File: src/rtl/nmi_apb_pkg.sv
// Shared types and constants for the NMI-to-APB bridge.
package nmi_apb_pkg;

    localparam int unsigned STATE_W = 3;

    // Bridge FSM states; IDLE must stay at encoding 0 (reset value of the state flop).
    typedef enum logic [STATE_W-1:0] {
        IDLE   = 3'd0,
        SETUP  = 3'd1,
        ACCESS = 3'd2,
        RESP   = 3'd3,
        GUARD  = 3'd4
    } apb_brg_state_e;

    // Read data returned to the NMI master on slave error or timeout.
    localparam logic [31:0] APB_ERR_RDATA = 32'hDEAD_BEEF;

    // Width of a counter that must hold the value t; never narrower than 1 bit.
    function automatic int unsigned cnt_width(input int unsigned t);
        return (t < 1) ? 1 : $clog2(t + 1);
    endfunction

endpackage

File: src/rtl/dffr.sv
// Enabled D flop bank with asynchronous active-low clear to zero.
module dffr #(
    parameter int unsigned WIDTH = 1
) (
    input  logic             clk,
    input  logic             rst_n,
    input  logic             en,
    input  logic [WIDTH-1:0] d,
    output logic [WIDTH-1:0] q
);

    // Storage: clear on reset, load when enabled.
    always_ff @(posedge clk or negedge rst_n) begin
        if (!rst_n) begin
            q <= '0;
        end else if (en) begin
            q <= d;
        end
    end

endmodule

File: src/rtl/nmi2apb_bridge.sv
// NMI responder that runs one APB SETUP/ACCESS transfer per NMI request,
// with an ACCESS-phase watchdog and a guard cycle after each completion.
module nmi2apb_bridge
    import nmi_apb_pkg::*;
#(
    parameter int unsigned          ADDR_WIDTH     = 32,
    parameter int unsigned          DATA_WIDTH     = 32,
    parameter int unsigned          TIMEOUT_CYCLES = 255,
    parameter logic [DATA_WIDTH-1:0] ERR_RDATA     = DATA_WIDTH'(APB_ERR_RDATA)
) (
    input  logic                    clk_i,
    input  logic                    rst_n_i,
    input  logic                    nmi_valid_i,
    input  logic [ADDR_WIDTH-1:0]   nmi_addr_i,
    input  logic [DATA_WIDTH-1:0]   nmi_wdata_i,
    input  logic [DATA_WIDTH/8-1:0] nmi_wstrb_i,
    output logic                    nmi_ready_o,
    output logic [DATA_WIDTH-1:0]   nmi_rdata_o,
    output logic                    apb_psel_o,
    output logic                    apb_penable_o,
    output logic                    apb_pwrite_o,
    output logic [ADDR_WIDTH-1:0]   apb_paddr_o,
    output logic [DATA_WIDTH-1:0]   apb_pwdata_o,
    output logic [DATA_WIDTH/8-1:0] apb_pstrb_o,
    input  logic [DATA_WIDTH-1:0]   apb_prdata_i,
    input  logic                    apb_pready_i,
    input  logic                    apb_pslverr_i,
    output logic                    err_o,
    output logic                    timeout_o
);

    localparam int unsigned STRB_WIDTH = DATA_WIDTH / 8;
    localparam int unsigned CNT_WIDTH  = cnt_width(TIMEOUT_CYCLES);
    localparam int unsigned CTL_WIDTH  = 5;

    apb_brg_state_e         state_q;
    apb_brg_state_e         state_d;
    logic [STATE_W-1:0]     state_raw;

    logic [CNT_WIDTH-1:0]   cnt_q;
    logic [CNT_WIDTH-1:0]   cnt_d;
    logic [CNT_WIDTH-1:0]   cnt_inc;
    logic                   timeout_hit;

    logic                   req_en;
    logic [ADDR_WIDTH-1:0]  addr_aligned;

    logic                   psel_d;
    logic                   penable_d;
    logic                   ready_d;
    logic                   err_d;
    logic                   timeout_d;
    logic [DATA_WIDTH-1:0]  rdata_d;

    assign state_q      = apb_brg_state_e'(state_raw);
    assign addr_aligned = nmi_addr_i & ~ADDR_WIDTH'(3);
    assign cnt_inc      = cnt_q + CNT_WIDTH'(1);
    assign timeout_hit  = (TIMEOUT_CYCLES != 0) && (cnt_inc == CNT_WIDTH'(TIMEOUT_CYCLES));

    // Next-state, counter and next-output decode; every registered output is computed here.
    always_comb begin
        state_d   = state_q;
        cnt_d     = cnt_q;
        req_en    = 1'b0;
        psel_d    = 1'b0;
        penable_d = 1'b0;
        ready_d   = 1'b0;
        err_d     = 1'b0;
        timeout_d = 1'b0;
        rdata_d   = '0;

        unique case (state_q)
            IDLE: begin
                if (nmi_valid_i) begin
                    req_en  = 1'b1;
                    cnt_d   = '0;
                    psel_d  = 1'b1;
                    state_d = SETUP;
                end
            end

            SETUP: begin
                psel_d    = 1'b1;
                penable_d = 1'b1;
                state_d   = ACCESS;
            end

            ACCESS: begin
                if (TIMEOUT_CYCLES != 0) begin
                    cnt_d = cnt_inc;
                end
                // pready wins over a coincident timeout.
                if (apb_pready_i) begin
                    ready_d = 1'b1;
                    err_d   = apb_pslverr_i;
                    if (apb_pslverr_i) begin
                        rdata_d = ERR_RDATA;
                    end else if (!apb_pwrite_o) begin
                        rdata_d = apb_prdata_i;
                    end
                    state_d = RESP;
                end else if (timeout_hit) begin
                    ready_d   = 1'b1;
                    err_d     = 1'b1;
                    timeout_d = 1'b1;
                    rdata_d   = ERR_RDATA;
                    state_d   = RESP;
                end else begin
                    psel_d    = 1'b1;
                    penable_d = 1'b1;
                end
            end

            RESP: begin
                state_d = GUARD;
            end

            // Upstream valid may linger one cycle past ready; ignore it here.
            GUARD: begin
                state_d = IDLE;
            end

            default: begin
                state_d = IDLE;
            end
        endcase
    end

    // State register.
    dffr #(.WIDTH(STATE_W)) u_state (
        .clk   (clk_i),
        .rst_n (rst_n_i),
        .en    (1'b1),
        .d     (state_d),
        .q     (state_raw)
    );

    // ACCESS-phase watchdog counter.
    dffr #(.WIDTH(CNT_WIDTH)) u_cnt (
        .clk   (clk_i),
        .rst_n (rst_n_i),
        .en    (1'b1),
        .d     (cnt_d),
        .q     (cnt_q)
    );

    // Request latches, loaded only when a request is accepted in IDLE.
    dffr #(.WIDTH(ADDR_WIDTH)) u_paddr (
        .clk   (clk_i),
        .rst_n (rst_n_i),
        .en    (req_en),
        .d     (addr_aligned),
        .q     (apb_paddr_o)
    );

    dffr #(.WIDTH(DATA_WIDTH)) u_pwdata (
        .clk   (clk_i),
        .rst_n (rst_n_i),
        .en    (req_en),
        .d     (nmi_wdata_i),
        .q     (apb_pwdata_o)
    );

    dffr #(.WIDTH(STRB_WIDTH)) u_pstrb (
        .clk   (clk_i),
        .rst_n (rst_n_i),
        .en    (req_en),
        .d     (nmi_wstrb_i),
        .q     (apb_pstrb_o)
    );

    dffr #(.WIDTH(1)) u_pwrite (
        .clk   (clk_i),
        .rst_n (rst_n_i),
        .en    (req_en),
        .d     (|nmi_wstrb_i),
        .q     (apb_pwrite_o)
    );

    // APB handshake and NMI completion flags.
    dffr #(.WIDTH(CTL_WIDTH)) u_ctl (
        .clk   (clk_i),
        .rst_n (rst_n_i),
        .en    (1'b1),
        .d     ({psel_d, penable_d, ready_d, err_d, timeout_d}),
        .q     ({apb_psel_o, apb_penable_o, nmi_ready_o, err_o, timeout_o})
    );

    // Response data; zero in every cycle except the ready pulse.
    dffr #(.WIDTH(DATA_WIDTH)) u_rdata (
        .clk   (clk_i),
        .rst_n (rst_n_i),
        .en    (1'b1),
        .d     (rdata_d),
        .q     (nmi_rdata_o)
    );

endmodule

File: config.mk
export PLATFORM = sky130hd
export DESIGN_NAME = nmi2apb_bridge
export DESIGN_NICKNAME = d
export VERILOG_FILES = /design/src/rtl/nmi_apb_pkg.sv /design/src/rtl/dffr.sv /design/src/rtl/nmi2apb_bridge.sv
export SDC_FILE = /design/constraint.sdc
export NUM_CORES = 1
export LEC_CHECK = 0
export BUFFER_PORTS_ARGS = -buffer_cell sky130_fd_sc_hd__buf_4
export CAP_MARGIN = 10
export CORE_UTILIZATION = 40
export DETAILED_ROUTE_END_ITERATION = 8
export PLACE_DENSITY = 0.65
export SYNTH_ARGS = -nofsm -noshare
export SYNTH_HDL_FRONTEND = slang
export SYNTH_HIERARCHICAL = 1
export SYNTH_SLANG_ARGS = --single-unit
File: constraint.sdc
create_clock -name clk_i -period 5.7 [get_ports clk_i]
set_clock_uncertainty 0.2 [all_clocks]
set_input_delay 0.57 -clock clk_i [delete_from_list [all_inputs] [get_ports clk_i]]
set_output_delay 0.57 -clock clk_i [all_outputs]
set_load 0.05 [all_outputs]
==> flow_summary.toml <==
[sta]
period_needed_ns = 2.73
slew_viol_final = 0
report.final.setup_viol = 0
tightestPinTransition_ns = 0.819
worst_hold_slack_ns = 0.0298
fmax_mhz = 366
rsz0062_at_grt = "no"
finalCritPeriodShare_pct = 47.9
setup_total_negative_slack_ns = 0
post-route-worst-setup-slack_ns = 2.97
finalHoldViolations = 0
max-slew-margin-rel_pct = 45.0

[critical_path]
worst_reg2reg_path_depth = 8
worst-setup-path-type = "reg2reg"
crit_path_start_kind = "flop"
timing.critical_path.to_type = "flop"
cp_top_delay_family = "simple AND/OR/NAND/NOR gates"
worst-endpoint-required_ns = 5.78
worst_path_max_delay_cell = "sky130_fd_sc_hd__dfrtp_1"
worst_ep_arrival_time_ns = 2.81
cpPeakStageDelay_ns = 0.50
path_buf_inv = 1
critical_path.most_common_cell = "sky130_fd_sc_hd__nor4_2"
critical_path.cell_chain = "ha_1 -> nand2b_1 -> nor4_2 -> nor4_2 -> o41ai_4 -> buf_4 -> a21o_2 -> mux2_4"
path_depth = 8
cp_max_fo = 25

[yosys]
synth_top_flop_cell = "sky130_fd_sc_hd__dfrtp_1"
edff_count_synth = 0
ys_top_cells_by_count = "sky130_fd_sc_hd__dfrtp_1, sky130_fd_sc_hd__mux2_4, sky130_fd_sc_hd__a21o_1, sky130_fd_sc_hd__mux2_2, sky130_fd_sc_hd__o21ai_0"
yosys_register_bits = 117
number_of_warnings_printed_during_yosys_synthesis = 6
postSynth.asyncResetShare_pct = 100
avgSynthCellArea_um2 = 15.5
synthesized_netlist_cell_count = 360
netlist_top_cells_area = "sky130_fd_sc_hd__dfrtp_1, sky130_fd_sc_hd__mux2_4, sky130_fd_sc_hd__mux2_2"
post-synth-top-count-cell = "sky130_fd_sc_hd__dfrtp_1"
synth.cell_area_um2 = 5590
synth_sequential_area_ratio_pct = 52.4
synthDistinctLibCells = 42
yosys.area.top_type = "sky130_fd_sc_hd__dfrtp_1"
synthDominantCellAreaShare_pct = 52.4

[finish]
layout.core_utilization_pct = 57.3
n_antenna_cell = 0
final_cell_area_um2 = 7710
finish.net_count = 687
drive_gt1_share_pct = 62.8
syn2layout_area_growth_pct = 37.9

[place]
dpl_cell_area_um2 = 7180
io_buffers = 208
detailedPlace.worstSlack_ns = 3.01
place_hpwl_um = 9120
gp_routability_congestion = 0.788

[clock_tree]
clock_tree.buffer_depth = 2
cts.repair.resized = 0
clock_insertion_delay_worst_skew_ns = 0.41
cts.sinks = 117
holdBufCountCts = 0
tritoncts = "done"
cts_setup_buffers = 0
clk_transition_reported_paths_ns = 0.06
cts_max_level = 4
tritoncts.num_buffers = 17
cts-root-buf = "sky130_fd_sc_hd__clkbuf_16"

[global_routing]
grt_antenna_before_repair = 0
globalRoute.totalOverflow = 0
global_route.usage.total_pct = 18.4
maximum_number_of_pins_on_one_net_before_global_route_repair = 62
first_global_vias = 3706
wire_length_of_the_first_global_routing_pass_um = 20000

[floorplanning]
placementRows = 42
top_level_ports = 211
die_ht_um = 120
core_um2 = 13500
die_span_in_x_um = 120
die_area_um2 = 14500
initial_utilization_pct = 41.6

[drt]
postRouteWirelength_um = 13000
route.vias.total = 3651
drc = 0
wl_per_cell_um = 16.9
postRouteAntennaNets = 0
detailedRoute.firstIterationViolations = 171
post_drt_via_cell_ratio = 4.75
dr.pass1.iters = 4

[power]
p_leak_nw = 4.05
powerDensity_nw_per_um2 = 632
vdd_drop_max_mv = 0.235

[run]
max_cap_viol_count = 0

[min_path]
hp-class = "in2async"

[status]
status = "completed"
state kept, by name, summed over array words and instances (netlist names):
| signal | flops |
|---|---|
| u_pwdata/q | 32 |
| u_rdata/q | 32 |
| u_pstrb/q | 4 |
| u_state/q | 3 |
| u_cnt/q | 8 |
| u_ctl/q | 5 |
| u_paddr/q | 32 |
| u_pwrite/q | 1 |
logic make-up after synthesis:
logic type,Yosys count,synth area share (%)
muxes,117,30.2
DFF,117,52.4
AOI/OAI and AO/OA,48,6.40
and+or+nand+nor,47,4.90
buffers and inverters,24,5.06
xor gates and xnor gates,3,0.470
adders and majority gates,2,0.448
other,2,0.134
layout by cell type, fill, tap and decap left out, types with 2 or more instances in the layout:
cell type and n:
sky130_fd_sc_hd__clkbuf_1 2, sky130_fd_sc_hd__nand2_1 9, sky130_fd_sc_hd__and2_1 8, sky130_fd_sc_hd__nor4_2 2, sky130_fd_sc_hd__nand4_1 2, sky130_fd_sc_hd__conb_1 12
sky130_fd_sc_hd__inv_1 3, sky130_fd_sc_hd__and4b_1 2, sky130_fd_sc_hd__clkinv_2 5, sky130_fd_sc_hd__nand2b_1 3, sky130_fd_sc_hd__buf_4 212, sky130_fd_sc_hd__xor2_1 2
sky130_fd_sc_hd__nand3_1 4, sky130_fd_sc_hd__clkbuf_16 17, sky130_fd_sc_hd__a31oi_1 2, sky130_fd_sc_hd__mux2_4 99, sky130_fd_sc_hd__a21o_2 5, sky130_fd_sc_hd__clkinvlp_4 4
sky130_fd_sc_hd__a21o_1 19, sky130_fd_sc_hd__dfrtp_1 117, sky130_fd_sc_hd__ha_1 2, sky130_fd_sc_hd__mux2_2 18, sky130_fd_sc_hd__nor2_1 8, sky130_fd_sc_hd__o21ai_0 12
sky130_fd_sc_hd__a21oi_1 2, sky130_fd_sc_hd__clkbuf_8 3
where the power goes:
group | total [W] | switching [W] | internal, W
Sequential | 0.00137 | 0.000213 | 0.00116
Combinational | 0.00256 | 0.00155 | 0.00101
Clock | 0.000938 | 0.000356 | 0.000582
Total | 0.00487 | 0.00212 | 0.00275
worst paths after layout:
kind / from / slack (ns) / endpoint
worst min-delay path: rst_n_i / 0.03 / u_rdata/q[31]
worst min register to register: u_pstrb/q[1] / 0.31 / u_pstrb/q[1]
worst max register to register: u_cnt/q[0] / 2.97 / u_rdata/q[2]
max in group asynchronous: rst_n_i / 4.03 / u_pwdata/q[15]
worst max-delay path: u_cnt/q[0] / 2.97 / u_rdata/q[2]
min in group clk_i: nmi_addr_i[4] / 0.19 / u_paddr/q[4]
routing by layer:
metal  vias to the layer above  GRT usage, %  wire length [um]
met5                         -             0                 0
met4                         0          7.48               199
met3                        15          5.99               911
met2                       146          29.5              6260
met1                      1778          23.0              5620
li1                       1712             -                 -
final cells by class:
type	instances	area, um2
Multi-Input combinational cell	229	2430
Timing Repair Buffer	212	1590
Clock buffer	22	474
Sequential cell	117	2930
Inverter	3	11.3
Tap cell	176	220
Fill cell	1132	5750
Clock inverter	9	55.1
stage by stage:
stage | power [W] | instances
after global placement | 0.00391 | 737
after detailed placement | 0.00395 | 737
after CTS | 0.00491 | 768
after floorplan | 0.00329 | 370
final | 0.00487 | 768
after global routing | 0.00510 | 768
Note: power is estimated with default switching activity, not from simulation.
